<file path="src/rtl/regfile_wb_arbiter.sv">
// Write-back arbiter for the register file: merges single-cycle ALU results with
// load returns buffered in a 2-entry in-order FIFO, drops x0 writes, bounds load starvation.
module regfile_wb_arbiter #(
    parameter int SIZE       = 32,
    parameter int MEM_DEPTH  = 32,
    parameter int STARVE_MAX = 4,
    localparam int AW        = $clog2(MEM_DEPTH)
) (
    input  logic            clock,
    input  logic            reset_n,
    input  logic            alu_valid,
    output logic            alu_ready,
    input  logic [AW-1:0]   alu_rd,
    input  logic [SIZE-1:0] alu_data,
    input  logic            ld_valid,
    output logic            ld_ready,
    input  logic [AW-1:0]   ld_rd,
    input  logic [SIZE-1:0] ld_data,
    output logic            wren,
    output logic [AW-1:0]   write_reg,
    output logic [SIZE-1:0] write_data,
    output logic [1:0]      ld_count
);

    localparam int SW = $clog2(STARVE_MAX + 1);
    localparam logic [SW-1:0] STARVE_TOP = SW'(STARVE_MAX);

    logic [AW-1:0]   fifo_rd   [2];
    logic [SIZE-1:0] fifo_data [2];
    logic            wr_ptr;
    logic            rd_ptr;
    logic [1:0]      count;
    logic [SW-1:0]   starve;

    logic fifo_nonempty;
    logic load_forced;
    logic alu_win;
    logic ld_pop;
    logic ld_push;
    logic [AW-1:0]   head_rd;
    logic [SIZE-1:0] head_data;

    assign fifo_nonempty = (count != 2'd0);
    assign load_forced   = fifo_nonempty && (starve == STARVE_TOP);
    assign alu_ready     = alu_valid && !load_forced;
    assign alu_win       = alu_ready;
    // Pop decision uses registered occupancy, so a fresh push waits at least one cycle.
    assign ld_pop        = fifo_nonempty && !alu_win;
    assign ld_ready      = (count != 2'd2);
    assign ld_push       = ld_valid && ld_ready;
    assign head_rd       = fifo_rd[rd_ptr];
    assign head_data     = fifo_data[rd_ptr];
    assign ld_count      = count;

    always_ff @(posedge clock or negedge reset_n) begin
        if (!reset_n) begin
            for (int i = 0; i < 2; i++) begin
                fifo_rd[i]   <= '0;
                fifo_data[i] <= '0;
            end
            wr_ptr     <= 1'b0;
            rd_ptr     <= 1'b0;
            count      <= 2'd0;
            starve     <= '0;
            wren       <= 1'b0;
            write_reg  <= '0;
            write_data <= '0;
        end else begin
            if (ld_push) begin
                fifo_rd[wr_ptr]   <= ld_rd;
                fifo_data[wr_ptr] <= ld_data;
                wr_ptr            <= ~wr_ptr;
            end
            if (ld_pop) begin
                rd_ptr <= ~rd_ptr;
            end

            case ({ld_push, ld_pop})
                2'b10:   count <= count + 2'd1;
                2'b01:   count <= count - 2'd1;
                default: count <= count;
            endcase

            if (ld_pop || !fifo_nonempty) begin
                starve <= '0;
            end else if (alu_win && (starve != STARVE_TOP)) begin
                starve <= starve + SW'(1);
            end

            // x0 winners complete their transfer but leave the write port idle.
            if (alu_win) begin
                wren <= (alu_rd != '0);
                if (alu_rd != '0) begin
                    write_reg  <= alu_rd;
                    write_data <= alu_data;
                end
            end else if (ld_pop) begin
                wren <= (head_rd != '0);
                if (head_rd != '0) begin
                    write_reg  <= head_rd;
                    write_data <= head_data;
                end
            end else begin
                wren <= 1'b0;
            end
        end
    end

endmodule
</file>
<file path="config.mk">
export PLATFORM = sky130hd
export DESIGN_NAME = regfile_wb_arbiter
export DESIGN_NICKNAME = d
export VERILOG_FILES = /design/src/rtl/regfile_wb_arbiter.sv
export SDC_FILE = /design/constraint.sdc
export NUM_CORES = 1
export LEC_CHECK = 0
export CAP_MARGIN = 20
export CORE_UTILIZATION = 50
export DETAILED_ROUTE_END_ITERATION = 12
export PLACE_DENSITY = 0.79
export SKIP_CTS_REPAIR_TIMING = 1
export SLEW_MARGIN = 20
export SYNTH_ARGS = -nofsm -noshare
export SYNTH_HDL_FRONTEND = slang
export SYNTH_SLANG_ARGS = --single-unit
</file>
<file path="constraint.sdc">
create_clock -name clock -period 2 [get_ports clock]
set_input_delay 0.3 -clock clock [delete_from_list [all_inputs] [get_ports clock]]
set_output_delay 0.3 -clock clock [all_outputs]
set_load 0.02 [all_outputs]
</file>
==> results.md <==
* Initial detailed-routing violation count at 117
* Pre-CTS WS at -276 ps
* Pin count of the biggest net entering global routing at 39
* Seq pwr share at 36.2%
* IO Port Bufs at 119
* Path type of the worst setup path: flip-flop to output port
* Syn avg cell area at 14.0 um2
* Number of synthesized flops with an enable pin at 0
* Antenna diodes at 0
* # DRC at 0
* Max cap viols at 0
* Worst-path clk slew at 60 ps
* Crit path required time at 1700 ps
* Min-Delay Path Class: input port to asynchronous set/reset pin
* Status: finished, final reports clean
* Nets at 581
* First-pass GRT wire length at 18900 um
* Final slew viol count at 0
* Synthesized Nets at 448
* Gr usage total at 23.9%
* CTS HTree Levels at 4
* Commonest non-fill, non-tap cell in the layout: dfrtp_1
* Final Cycle Share at 95.7%
* Max Root-Sink Buffers at 2
* Fmax at 522 MHz
* Synth-to-Final Area Change at 40.1%
* Internal power at 8.10 mW
* Inserted Clock Buffers at 17
* Commonest cells after routing, fill and taps aside: dfrtp_1, clkdlybuf4s50_1, mux2_2
* Pre-antenna DRT Iters at 4
* Clk pwr share at 23.7%
* Post-DP HPWL at 8000 um
* Vias at 3642
* Total clock sinks at 119
* Comb power frac at 40.1%
* Sw Ratio at 33.5%
* Net Switching at 4.07 mW
* Row count at 36
* Worst Max-Slew Pin Slew at 618 ps
* Initial core utilization at 52.0%
* Final wirelength at 11900 um
* Synth Register Bits at 119
* Main synth FF type: dfrtp_1
* Setup crit end kind: output port
* Final Hold Vio Count at 0
* YS warnings at 0
* Vias in the first global route at 3738
* Top flop regs: fifo_data x64, write_data x32, fifo_rd x10
* Final Skew at 8.89 ps
* Mapped cell area at 0.00513 mm2
* CTS tree: done
* PD cells at 1690 mW/mm2
* Crit Path Max Fanout at 6
* Worst-Skew Late Latency at 510 ps
* Layout fillers at 663
* Largest register FFs at 64
* Via density at 5.64
* P_leak at 3.07 nW
* Die H at 103 um
* Final setup margin at 85.9 ps
* GP Congestion at 0.772
* Reg with most FFs: fifo_data
* Post-DR wirelength/cell at 18.5 um
* Register Area at 0.00298 mm2
* Total gr overflow at 0
* Root buffer cell: clkbuf_8
* Footprint of the multi-input gates at 0.00200 mm2
* Reg2Reg Depth at 5
* Critical path arrival at 1610 ps
* Core Region at 0.00986 mm2
* Netlist cell types at 31
* Peak supply drop at 0.829 mV
* Share of cells above drive strength 1 at 25.5%
* Max transition margin at 58.8%
* Min Tclk post-route at 1910 ps
* Overall power at 12.2 mW
* Die width at 103 um
* RSZ-0062 raised after global routing: false
* ANT nets after route at 0
* Setup-failing EPs final at 0
* Post-synthesis sequential area ratio at 58.1%
* Worst setup SP type: flip-flop
* Async S/R FF share, synth at 100%
* # IOs at 120
* Initial antenna violation count at 0
* Synth Instances at 367
* Area of the die at 0.0107 mm2
==> worst max-delay path, cell delays in order, from the launching register on <==
cell and delay (ps):
dfrtp_1 350, buf_4 150, clkdlybuf4s50_1 600
==> per-layer routing <==
metal  GRT usage [%]  routed length [um]
met3            6.05                 634
met4            7.69                 164
met1            30.7                5160
met2            39.8                5990
met5               0                   0
==> logic make-up after synthesis <==
logic type / after synthesis / synth area share [%]
buffers and inverters: 31 / 3.29
XOR/XNOR: 6 / 1.02
adder cells (fa/ha/maj): 3 / 0.732
multiplexers: 111 / 23.5
AO/OA/AOI/OAI: 44 / 8.27
AND/OR/NAND/NOR: 53 / 5.15
flip-flops: 119 / 58.1
==> cells in the mapped netlist (2+ instances only) <==
master	n	area, um2
dfrtp_1	119	2980
mux2_2	74	833
a221o_1	37	370
mux2i_1	37	370
nor3_1	33	165
buf_2	12	60.1
nor2_1	10	37.5
clkbuf_1	6	22.5
inv_1	5	18.8
xnor2_1	5	43.8
buf_4	4	30.0
buf_6	3	33.8
ha_1	3	37.5
nand2_1	2	7.51
==> power groups by stage <==
stage	Sequential [mW]	Clock, mW	Combinational [mW]
global route	4.55	3.05	5.26
detailed placement	4.41	0	4.87
floorplan	4.71	0	2.68
global placement	4.34	0	4.73
finish	4.40	2.89	4.88
CTS	4.40	2.93	4.92
==> through the flow <==
step	instances	util [%]	cell area, um2	hold WS, ps	setup TNS, ps
CTS	645	72.7	7170	-302	-466
finish	646	72.8	7180	242	0
global placement	613	66.9	6600	232	-8880
global route	646	72.8	7180	278	0
floorplan	367	-	5130	4.41	0
detailed placement	613	66.9	6600	235	-9390
==> area by class of cell <==
type | count | area share [%]
clock inverter | 14 | 2.11
timing repair buffer | 140 | 20.2
sequential | 119 | 41.5
multi-input combinational | 217 | 27.8
tap | 133 | 2.32
clock buffer | 18 | 5.82
inverter | 5 | 0.261
==> worst paths after layout <==
path | slack [ps] | start | to
max | 90 | ld_count[0] | ld_count[0]
min | 240 | reset_n | starve[2]
max reg2reg | 120 | rd_ptr | write_data[27]
min reg2reg | 460 | starve[0] | starve[0]
max in group asynchronous | 1180 | reset_n | write_data[25]
min in group clock | 410 | alu_data[25] | write_data[25]
Note: power is estimated with default switching activity, not from simulation.
